==> config.mk <==
export PLATFORM = sky130hd
export DESIGN_NAME = switch_pulse_gen
export DESIGN_NICKNAME = d
export VERILOG_FILES = /design/src/rtl/switch_pulse_gen.sv
export SDC_FILE = /design/constraint.sdc
export NUM_CORES = 1
export LEC_CHECK = 0
export ABC_AREA = 1
export CAP_MARGIN = 20
export CORE_MARGIN = 1
export CORE_UTILIZATION = 35
export CTS_BUF_LIST = sky130_fd_sc_hd__clkbuf_2 sky130_fd_sc_hd__clkbuf_4 sky130_fd_sc_hd__clkbuf_8
export CTS_CLUSTER_DIAMETER = 200
export DETAILED_ROUTE_END_ITERATION = 10
export GPL_TIMING_DRIVEN = 0
export PLACE_DENSITY_LB_ADDON = 0.05
export SETUP_SLACK_MARGIN = 0.4
export SLEW_MARGIN = 40
export SYNTH_ARGS = -nofsm -noshare
export SYNTH_HDL_FRONTEND = slang
export SYNTH_SLANG_ARGS = --single-unit
export TNS_END_PERCENT = 1
==> constraint.sdc <==
create_clock -name counter_clk -period 1.3 [get_ports counter_clk]
set_input_delay 0.325 -clock counter_clk [delete_from_list [all_inputs] [get_ports counter_clk]]
set_output_delay 0.325 -clock counter_clk [all_outputs]
set_load 0.05 [all_outputs]
==> src/rtl/switch_pulse_gen.sv <==
// Turns comparator match strobes into a delayed, timed drive for one photonic switch.
// The output is either a fixed-width pulse or a level toggle, and triggers that arrive while busy are flagged.
module switch_pulse_gen #(
    parameter int DLY_W = 7,
    parameter int PW_W  = 7,
    parameter int CNT_W = 16
) (
    input  logic             counter_clk,
    input  logic             reset,
    input  logic             en,
    input  logic             comp,
    input  logic             mode,
    input  logic [DLY_W-1:0] delay,
    input  logic [PW_W-1:0]  width,
    input  logic             clr,
    output logic             sw_out,
    output logic             busy,
    output logic             missed,
    output logic [CNT_W-1:0] pulse_count
);

    localparam logic [1:0] ST_IDLE   = 2'd0;
    localparam logic [1:0] ST_DELAY  = 2'd1;
    localparam logic [1:0] ST_ACTIVE = 2'd2;

    function automatic logic [CNT_W-1:0] sat_inc(input logic [CNT_W-1:0] v);
        return (&v) ? v : v + CNT_W'(1);
    endfunction

    // A zero width still produces a one-cycle pulse.
    function automatic logic [PW_W-1:0] pw_load(input logic [PW_W-1:0] w);
        return (w == '0) ? '0 : w - PW_W'(1);
    endfunction

    logic [1:0]       state;
    logic             comp_d;
    logic             mode_l;
    logic [PW_W-1:0]  pw_l;
    logic [DLY_W-1:0] dcnt;
    logic [PW_W-1:0]  wcnt;
    logic             trig;
    logic             accept;
    logic             reject;

    assign trig   = comp & ~comp_d & en;
    assign accept = trig && (state == ST_IDLE);
    assign reject = trig && (state != ST_IDLE);

    // dcnt is loaded with the full delay and the action fires on the edge after it reaches
    // zero, so the output moves delay+1 edges after the accepting edge.
    always_ff @(posedge counter_clk or negedge reset) begin
        if (!reset) begin
            state  <= ST_IDLE;
            busy   <= 1'b0;
            sw_out <= 1'b0;
            comp_d <= 1'b0;
            mode_l <= 1'b0;
            pw_l   <= '0;
            dcnt   <= '0;
            wcnt   <= '0;
        end else begin
            comp_d <= comp;
            case (state)
                ST_IDLE: begin
                    if (accept) begin
                        mode_l <= mode;
                        pw_l   <= pw_load(width);
                        dcnt   <= delay;
                        state  <= ST_DELAY;
                        busy   <= 1'b1;
                    end
                end
                ST_DELAY: begin
                    if (!en) begin
                        state <= ST_IDLE;
                        busy  <= 1'b0;
                        dcnt  <= '0;
                        wcnt  <= '0;
                        if (!mode_l) sw_out <= 1'b0;
                    end else if (dcnt == '0) begin
                        if (mode_l) begin
                            sw_out <= ~sw_out;
                            state  <= ST_IDLE;
                            busy   <= 1'b0;
                        end else begin
                            sw_out <= 1'b1;
                            wcnt   <= pw_l;
                            state  <= ST_ACTIVE;
                        end
                    end else begin
                        dcnt <= dcnt - DLY_W'(1);
                    end
                end
                ST_ACTIVE: begin
                    if (!en || wcnt == '0) begin
                        sw_out <= 1'b0;
                        state  <= ST_IDLE;
                        busy   <= 1'b0;
                        dcnt   <= '0;
                        wcnt   <= '0;
                    end else begin
                        wcnt <= wcnt - PW_W'(1);
                    end
                end
                default: begin
                    state <= ST_IDLE;
                    busy  <= 1'b0;
                end
            endcase
        end
    end

    // clr wins over a same-edge increment or missed flag.
    always_ff @(posedge counter_clk or negedge reset) begin
        if (!reset) begin
            pulse_count <= '0;
            missed      <= 1'b0;
        end else if (clr) begin
            pulse_count <= '0;
            missed      <= 1'b0;
        end else begin
            if (accept) pulse_count <= sat_inc(pulse_count);
            if (reject) missed <= 1'b1;
        end
    end

endmodule

==> results of run 1 <==
-- state kept, by name (all words and copies together), names as in the netlist --
| register | cells |
|---|---|
| pulse_count | 16 |
| dcnt | 7 |
| pw_l | 7 |
| wcnt | 7 |
| state | 2 |
| busy | 1 |
| comp_d | 1 |
| missed | 1 |
| mode_l | 1 |
| sw_out | 1 |
-- what timing repair did --
action,in CTS,in global routing
endpoints found under the setup margin,62,76
pin swaps,16,16
hold endpoints to repair,12,0
gates resized for setup,177,59
gates cloned,1,1
setup buffers,22,5
hold buffers,1,0
-- per-stage QoR --
stage | cells | util (%)
floorplan | 405 | -
global placement | 544 | 43.4
detailed placement | 545 | 43.6
CTS | 577 | 51.0
global route | 583 | 53.2
finish | 583 | 53.2
-- power by group through the flow --
stage | Sequential [mW] | Combinational (mW) | Clock (mW)
2_1_floorplan | 2.14 | 1.71 | 0
3_3_place_gp | 2.02 | 2.47 | 0
3_5_place_dp | 2.01 | 2.51 | 0
4_1_cts | 1.99 | 3.17 | 1.17
5_1_grt | 2.06 | 3.70 | 1.24
6_report | 2.01 | 3.28 | 1.13
-- cell usage in the layout, fill, tap and decap left out, types with 5 or more instances in the layout --
cell	synthesis	routed
nand2_1	140	117
inv_1	53	40
nor2_1	45	35
dfrtp_1	44	28
buf_4	0	25
nand3_1	24	22
nand2_2	4	18
dfrtp_2	0	16
buf_6	1	15
o21ai_0	24	13
inv_2	0	12
o21ai_1	1	11
nand4_1	10	10
xor2_1	10	10
clkdlybuf4s50_1	0	10
nor2_4	3	9
nand2_4	1	8
o21ai_2	7	7
dlygate4sd2_1	0	7
nor2_2	2	6
clkbuf_8	0	6
buf_12	0	5
ha_1	10	5
ha_4	0	5
-- metal layers --
layer  track usage (%)  up-vias  routed length, µm  part of all wire [%]
met4              4.69        0                 91                   1.3
met2              29.9       38               3320                    46
met1              24.2     1299               3560                    49
li1                  -     1423                  -                     -
met5                 0        -                  0                     0
met3              3.23        7                224                   3.1
-- critical path: cells and delay by family, from the launching register on --
kind            cells  cell delay, ps
simple gates        6             540
flops               1             390
buf+inv             2             280
fa+ha+maj           1             150
compound gates      1              60
-- cell families (layout without fill, tap and decap cells) --
group	Yosys count	in the layout	share of synthesized area [%]
AOI/OAI and AO/OA	48	48	10.2
xor gates and xnor gates	14	14	4.30
buffers and inverters	57	133	8.16
adders and majority gates	10	10	4.39
DFF	44	44	38.6
and+or+nand+nor	232	232	34.4
-- worst min-delay path by stage --
stage | startpoint | to | slack, ps | cells after the start
CTS | comp | comp_d | 280 | 1
global route | comp | comp_d | 290 | 1
floorplan | reset | busy | 30 | 0
finish | comp | comp_d | 300 | 1
detailed placement | reset | mode_l | 190 | 1
global placement | dcnt[1] | dcnt[1] | 450 | 2
-- layout make-up --
type / instances / area share, %
tap: 102 / 3.08
multi-input combinational: 304 / 44.0
inverter: 53 / 4.97
sequential: 44 / 27.0
timing repair buffer: 68 / 16.9
buffer: 4 / 1.03
clock inverter: 2 / 0.935
clock buffer: 6 / 1.99
==> impl_metrics.env, run 1 <==
export IMPL_yosys_area_top_type="dfrtp_1"
export IMPL_ys_warn_count=0
export IMPL_synth_top_cell_area_share_pct=38.6
export IMPL_internal_power_mw=3.67
export IMPL_htree_levels=2
export IMPL_path_cells="ha_4 -> nand2_4 -> nor2_4 -> nand2_4 -> nor2_4 -> nand2_2 -> nand2_4 -> buf_12 -> clkbuf_16 -> o21ai_2"
export IMPL_fin_crit_sh_pct=117
export IMPL_drt_first_pass_iters=4
export IMPL_clockRootBuffer="clkbuf_8"
export IMPL_r2r_cells=10
export IMPL_grt_pass1_wl_mm=12.3
export IMPL_cts_max_path_buffers=2
export IMPL_arrival_ps=1710
export IMPL_power_density_mw_per_mm2=1550
export IMPL_hold_viol_final=0
export IMPL_cts_inserted_buffers=5
export IMPL_gp_congestion=0.810
export IMPL_path_common_cell="nand2_4"
export IMPL_post_synth_num_cell_types=26
export IMPL_power_frac_comb_pct=51.0
export IMPL_grt_overflow=0
export IMPL_dieArea_mm2=0.00851
export IMPL_drc=0
export IMPL_fp_dieH_um=92.3
export IMPL_switching_share_pct=42.9
export IMPL_ys_dominant_reg_cell="dfrtp_1"
export IMPL_wl_per_cell_um=12.3
export IMPL_synth_common_cells="nand2_1 (140), inv_1 (53), nor2_1 (45), dfrtp_1 (44)"
export IMPL_hold_path_class="input pin to flip-flop"
export IMPL_timing_setup_tns_ps=-5740
export IMPL_ys_ff_latch=44
export IMPL_maxCapViolCount=0
export IMPL_final_antenna_net_count=0
export IMPL_reg2reg_from="pulse_count[1]"
export IMPL_seq_power_share_pct=31.3
export IMPL_path_max_fanout=5
export IMPL_die_w_um=92.3
export IMPL_maxSlewHeadroom_pct=70.4
export IMPL_violations="setup timing"
export IMPL_status="finished, violations left"
export IMPL_setup_violations=41
export IMPL_diodes=0
export IMPL_rsz0062_at_grt="true"
export IMPL_drive_above_1_share_pct=32.0
export IMPL_port_buffers=37
export IMPL_n_fill_cell=754
export IMPL_area_delta_synth_final_pct=45.5
export IMPL_crit_path_end_kind="flip-flop"
export IMPL_synth_area_per_cell_um2=7.04
export IMPL_ios=39
export IMPL_synth_area_leaders="dfrtp_1 (39%), nand2_1 (18%), inv_1 (7.0%)"
export IMPL_cts_sinks=44
export IMPL_drtIter0Drc=98
export IMPL_r2r_end="pulse_count[1]"
export IMPL_synth_nets=435
export IMPL_criticalPathCategory="flip-flop to flip-flop"
export IMPL_antenna_found_initial=0
export IMPL_rrSetupSlack_ps=-220
export IMPL_path_clk_slew_ps=90
export IMPL_worst_slew_pin_slew_ps=444
export IMPL_crit_slowest_cell="dfrtp_2"
export IMPL_cts_tree="built"
export IMPL_initial_core_util_pct=36.5
export IMPL_p_sw_mw=2.75
export IMPL_skew_ps=11.1
export IMPL_nets=510
export IMPL_pwr_share_clk_pct=17.7
export IMPL_endpoint="pulse_count[1]"
export IMPL_critical_path_max_stage_delay_ps=390
export IMPL_synthArstFlopShare_pct=100
export IMPL_grt_max_degree=33
export IMPL_whs_ps=296
export IMPL_routed_wl_mm=7.20
export IMPL_syn_inst=405
export IMPL_yosysSeqAreaShare_pct=38.6
export IMPL_pre_cts_slack_ps=-939
export IMPL_synth_most_common_cell="nand2_1"
export IMPL_critPathRequiredTime_ps=1490
export IMPL_core_mm2=0.00781
export IMPL_place_area_mm2=0.00341
export IMPL_vias=2767
export IMPL_grt_use_total_pct=18.1
export IMPL_dp_hpwl_mm=4.98
export IMPL_fin_area_mm2=0.00415
export IMPL_startpoint="pulse_count[1]"
export IMPL_rows=32
export IMPL_period_minus_slack_ps=1520
export IMPL_layout_setup_ws_ps=-218
export IMPL_seq_area_mm2=0.00112
export IMPL_grt_pass1_vias=2673
export IMPL_final_max_slew_viol_count=0
export IMPL_leakage_nw=1.94
export IMPL_clk_latency_ps=300
export IMPL_syn_cell_area_mm2=0.00285
export IMPL_peakVddDrop_uv=559
export IMPL_fmax_ghz=0.659
export IMPL_setup_worst_path_start_class="flip-flop"
export IMPL_multi_input_area_mm2=0.00183
export IMPL_synth_edff_count=0
export IMPL_viasPerCell=4.75
export IMPL_power_total_mw=6.42
Note: power is estimated with default switching activity, not from simulation.
==> run 2, diff against run 1 <==
--- a/config.mk
+++ b/config.mk
@@ -8,7 +8,7 @@
 export ABC_AREA = 1
 export CAP_MARGIN = 20
 export CORE_MARGIN = 1
-export CORE_UTILIZATION = 35
+export CORE_UTILIZATION = 51
 export CTS_BUF_LIST = sky130_fd_sc_hd__clkbuf_2 sky130_fd_sc_hd__clkbuf_4 sky130_fd_sc_hd__clkbuf_8
 export CTS_CLUSTER_DIAMETER = 200
 export DETAILED_ROUTE_END_ITERATION = 10
==> run 2 against run 1 <==
  * Hold slack got worse by 400 ps
  * Core utilization rose by 23 points
  * Critical path type is now flip-flop to primary output
  * Largest power group unchanged
  * Die area is 31% lower
  * Largest cell class unchanged
  * The run ends with hold timing, setup timing left
==> impl_metrics.env, run 2 (synthesis results as in run 1) <==
export IMPL_status="finished, violations left"
export IMPL_violations="hold timing, setup timing"
export IMPL_diodes=0
export IMPL_grt_use_total_pct=25.1
export IMPL_largest_reg_flops=16
export IMPL_leakage_nw=1.88
export IMPL_multi_input_area_mm2=0.00177
export IMPL_grt_pass1_wl_mm=11.9
export IMPL_rsz0062_at_grt="true"
export IMPL_reg2reg_from="state[1]"
export IMPL_cts_inserted_buffers=5
export IMPL_fin_cells=548
export IMPL_maxCapViolCount=0
export IMPL_core_mm2=0.00524
export IMPL_area_delta_synth_final_pct=40.1
export IMPL_grt_pass1_vias=2585
export IMPL_rrSetupSlack_ps=-210
export IMPL_critPathRequiredTime_ps=980
export IMPL_cts_tree="built"
export IMPL_n_fill_cell=388
export IMPL_r2r_end="dcnt[1]"
export IMPL_final_antenna_net_count=0
export IMPL_path_clk_slew_ps=90
export IMPL_die_w_um=76.8
export IMPL_dp_hpwl_mm=4.68
export IMPL_dieArea_mm2=0.00589
export IMPL_hold_path_class="input pin to asynchronous set/reset pin"
export IMPL_wl_per_cell_um=13.0
export IMPL_skew_ps=9.17
export IMPL_drive_above_1_share_pct=29.9
export IMPL_period_minus_slack_ps=1540
export IMPL_path_max_fanout=4
export IMPL_drt_first_pass_iters=4
export IMPL_setup_worst_path_start_class="flip-flop"
export IMPL_regMostFlops="pulse_count"
export IMPL_seq_area_mm2=0.00112
export IMPL_vias=2883
export IMPL_hold_viol_final=21
export IMPL_drtIter0Drc=129
export IMPL_setup_violations=49
export IMPL_layout_common_cells="nand2_1 (123), inv_1 (43), nor2_1 (34)"
export IMPL_dp_cells=513
export IMPL_grt_overflow=0
export IMPL_layout_commonest_cell="nand2_1"
export IMPL_viasPerCell=5.26
export IMPL_fin_crit_sh_pct=118
export IMPL_antenna_found_initial=0
export IMPL_crit_path_end_kind="primary output"
export IMPL_arrival_ps=1210
export IMPL_power_density_mw_per_mm2=1580
export IMPL_layout_setup_ws_ps=-236
export IMPL_criticalPathCategory="flip-flop to primary output"
export IMPL_routed_wl_mm=7.14
export IMPL_peakVddDrop_uv=908
export IMPL_fin_util_pct=76.3
export IMPL_clockRootBuffer="clkbuf_8"
export IMPL_ios=39
export IMPL_htree_levels=2
export IMPL_maxSlewHeadroom_pct=66.7
export IMPL_grt_max_degree=24
export IMPL_r2r_cells=9
export IMPL_rows=26
export IMPL_initial_core_util_pct=54.4
export IMPL_pre_cts_slack_ps=-790
export IMPL_port_buffers=37
export IMPL_fp_dieH_um=76.8
export IMPL_worst_slew_pin_slew_ps=500
export IMPL_whs_ps=-103
export IMPL_cts_max_path_buffers=2
export IMPL_clk_latency_ps=300
export IMPL_final_max_slew_viol_count=0
export IMPL_cts_sinks=44
export IMPL_fmax_ghz=0.651
export IMPL_drc=0
export IMPL_nets=507
export IMPL_gp_congestion=0.884
run 2: cell count changes in the layout (fill, tap and decap cells not counted), moves of 2 or more:
cell             change
o22ai_2              -3
clkinvlp_4           +2
o22ai_1              +3
buf_12               -3
inv_1                +3
inv_2                -2
clkdlybuf4s50_1      +5
dlygate4sd2_1        -5
buf_6                -2
o21ai_1              -7
nand2_1              +6
nand2_2              -5
o21ai_0              +3
o21ai_2              +5
run 2: worst max-delay path by stage:
stage                          startpoint  slack (ps)         endpoint
after floorplan            pulse_count[0]        -340  pulse_count[12]
after global placement              reset       -1470   pulse_count[1]
after detailed placement               en        -790   pulse_count[5]
after CTS                  pulse_count[1]        -180   pulse_count[7]
after global routing      pulse_count[10]        -280  pulse_count[13]
final                     pulse_count[11]        -240  pulse_count[11]
run 2: metrics by stage:
stage | setup TNS, ps | power, mW | area [µm²]
after floorplan | -6690 | 3.85 | 2890
after global placement | -88370 | 4.42 | 3350
after detailed placement | -30560 | 4.49 | 3370
after CTS | -5780 | 6.01 | 3790
after global routing | -10300 | 6.81 | 3990
final | -7130 | 6.31 | 3990
run 2: final cells by class:
class	instances	area share, %
multi-input cells	304	44.4
flip-flops and latches	44	28.1
repair buffers	65	16.8
inverters	53	4.98
well taps	70	2.19
clock buffers	6	2.07
plain buffers	4	1.07
clock inverters	2	0.376
run 2: worst max-delay path, cell delays in order (launching register included):
cell and delay, ps:
dfrtp_2 430, buf_4 150, clkdlybuf4s15_2 330
run 2: per-layer routing:
| metal | wire, µm | GRT usage, % |
|---|---|---|
| met1 | 3240 | 34.1 |
| met2 | 3420 | 39.9 |
| met3 | 327 | 4.05 |
| met5 | 0 | 0 |
| met4 | 153 | 9.42 |
run 2: where the power goes:
part	switching (mW)	leakage, nW	internal, mW
Sequential	0.295	0.552	1.73
Clock	0.496	0.0434	0.431
Combinational	2.02	1.29	1.33
Total	2.81	1.88	3.49
run 2: what timing repair did:
| action | in CTS | in global routing |
|---|---|---|
| endpoints found under the setup margin | 62 | 62 |
| pin swaps | 17 | 13 |
| cloned | 1 | 1 |
| hold endpoints to repair | 21 | 21 |
| resized for setup | 160 | 46 |
| buffers inserted | 18 | 7 |
==> run 3, diff against run 2 <==
--- a/config.mk
+++ b/config.mk
@@ -10,7 +10,6 @@
 export CORE_MARGIN = 1
 export CORE_UTILIZATION = 51
 export CTS_BUF_LIST = sky130_fd_sc_hd__clkbuf_2 sky130_fd_sc_hd__clkbuf_4 sky130_fd_sc_hd__clkbuf_8
-export CTS_CLUSTER_DIAMETER = 200
 export DETAILED_ROUTE_END_ITERATION = 10
 export GPL_TIMING_DRIVEN = 0
 export PLACE_DENSITY_LB_ADDON = 0.05
@@ -19,4 +18,3 @@
 export SYNTH_ARGS = -nofsm -noshare
 export SYNTH_HDL_FRONTEND = slang
 export SYNTH_SLANG_ARGS = --single-unit
-export TNS_END_PERCENT = 1
==> run 3 against run 2 <==
  * The run ends with setup timing left
  * Sequential power about the same
  * Critical path depth up 7
  * Combinational power up 13%
  * Critical endpoint is now pulse_count[9]
  * Die area unchanged
  * Flip-flop and latch count unchanged
  * Clock power up 18%
  * Global-route usage up 3.0 points
  * Routed wire length up 34%
  * Via count up 14%
  * Total power up 10%
  * Worst setup slack worse by 48 ps
==> impl_metrics.env, run 3 (synthesis results as in run 1) <==
export IMPL_critPathRequiredTime_ps=1530
export IMPL_layout_setup_ws_ps=-284
export IMPL_final_max_slew_viol_count=0
export IMPL_dp_cells=513
export IMPL_setup_worst_path_start_class="flip-flop"
export IMPL_fmax_ghz=0.631
export IMPL_timing_setup_tns_ps=-6980
export IMPL_cts_inserted_buffers=5
export IMPL_drive_above_1_share_pct=42.7
export IMPL_period_minus_slack_ps=1580
export IMPL_arrival_ps=1820
export IMPL_crit_family="simple AND/OR/NAND/NOR gates"
export IMPL_fp_dieH_um=76.8
export IMPL_antenna_found_initial=0
export IMPL_grt_overflow=0
export IMPL_n_fill_cell=267
export IMPL_path_common_cell="nand2_2"
export IMPL_path_clk_slew_ps=90
export IMPL_hold_path_class="input pin to flip-flop"
export IMPL_seq_area_mm2=0.00112
export IMPL_leakage_nw=2.24
export IMPL_cp_num_buf_inv=1
export IMPL_diodes=0
export IMPL_wl_per_cell_um=16.7
export IMPL_nets=532
export IMPL_grt_pass1_vias=2853
export IMPL_clk_latency_ps=310
export IMPL_clockRootBuffer="clkbuf_8"
export IMPL_path_max_fanout=8
export IMPL_rsz0062_at_grt="true"
export IMPL_area_delta_synth_final_pct=60.8
export IMPL_setup_violations=43
export IMPL_dieArea_mm2=0.00589
export IMPL_hold_viol_final=0
export IMPL_die_w_um=76.8
export IMPL_multi_input_area_mm2=0.00201
export IMPL_core_mm2=0.00524
export IMPL_grt_use_total_pct=28.0
export IMPL_path_cells="nand2_1 -> nor2_1 -> nand2_2 -> nor2_4 -> nand2_4 -> nand2_8 -> buf_8 -> nand2_2 -> o21ai_1"
export IMPL_drc=0
export IMPL_critical_path_max_stage_delay_ps=420
export IMPL_drtIter0Drc=212
export IMPL_layout_common_cells="nand2_1 (96), inv_1 (37), buf_4 (37)"
export IMPL_cts_sinks=44
export IMPL_skew_ps=13.0
export IMPL_whs_ps=169
export IMPL_gp_congestion=0.825
export IMPL_grt_pass1_wl_mm=13.1
export IMPL_cts_tree="built"
export IMPL_fin_area_mm2=0.00459
export IMPL_criticalPathCategory="flip-flop to flip-flop"
export IMPL_drt_first_pass_iters=5
export IMPL_violations="setup timing"
export IMPL_grt_max_degree=32
export IMPL_layout_commonest_cell="nand2_1"
export IMPL_crit_path_end_kind="flip-flop"
export IMPL_dp_hpwl_mm=4.78
export IMPL_cts_max_path_buffers=2
export IMPL_rows=26
export IMPL_power_density_mw_per_mm2=1510
export IMPL_crit_slowest_cell="dfrtp_2"
export IMPL_port_buffers=37
export IMPL_routed_wl_mm=9.58
export IMPL_fin_crit_sh_pct=122
export IMPL_fin_cells=573
export IMPL_place_area_mm2=0.00351
export IMPL_worst_slew_pin_slew_ps=505
export IMPL_largest_reg_flops=16
export IMPL_status="finished, violations left"
export IMPL_final_antenna_net_count=0
export IMPL_ios=39
export IMPL_maxCapViolCount=0
export IMPL_peakVddDrop_uv=1590
export IMPL_regMostFlops="pulse_count"
export IMPL_viasPerCell=5.71
export IMPL_maxSlewHeadroom_pct=66.3
export IMPL_vias=3273
export IMPL_htree_levels=2
export IMPL_initial_core_util_pct=54.4
==> run 3: changes by cell type in the layout (fill, tap and decap cells not counted), moves of 10 or more <==
cell and delta:
nand2_1 -27, nand2_2 +14, buf_4 +13, nand2_4 +13, buf_8 +12, o21ai_0 -11, o21ai_1 +10
==> run 3: path summary, 6_finish.rpt <==
kind | depth (start not counted) | slack (ps) | start | endpoint
max | 9 | -280 | pulse_count[14] | pulse_count[9]
min | 1 | 170 | comp | comp_d
max reg2reg | 9 | -280 | pulse_count[14] | pulse_count[9]
min reg2reg | 2 | 500 | busy | busy
max in group asynchronous | 3 | 500 | reset | pw_l[3]
min in group asynchronous | 2 | 410 | reset | pulse_count[14]
==> run 3: power breakdown <==
part	switching [mW]	internal [mW]
Combinational	2.28	1.52
Clock	0.502	0.592
Sequential	0.302	1.74
==> run 3: cell type report <==
class	count	share of cell area, %
sequential	44	24.5
clock buffer	6	1.66
tap	70	1.91
timing repair buffer	90	21.6
buffer	4	0.928
inverter	53	4.86
clock inverter	2	0.764
multi-input combinational	304	43.8
==> run 3: timing repair <==
| action | in CTS | in global routing |
|---|---|---|
| pin swaps | 20 | 25 |
| gates cloned | 2 | 1 |
| hold buffers | 1 | 0 |
| endpoints found under the setup margin | 62 | 74 |
| endpoints found under the hold margin | 13 | 0 |
| setup buffers | 32 | 16 |
| gates resized for setup | 199 | 75 |
==> run 3: per-layer routing <==
layer  vias up  global-route usage (%)  routed length [µm]
met2       153                    49.9                4910
met3        56                    4.76                 490
li1       1481                       -                   -
met5         -                       0                   0
met4         0                    8.85                 452
met1      1583                    34.2                3730
==> run 3: stage by stage <==
step	setup WS (ps)	util, %	power, mW
after global routing	-388	87.6	7.39
after detailed placement	-883	67.1	4.84
final	-284	87.6	6.93
after global placement	-1490	66.7	4.76
after CTS	-156	79.6	6.47
after floorplan	-334	-	4.17
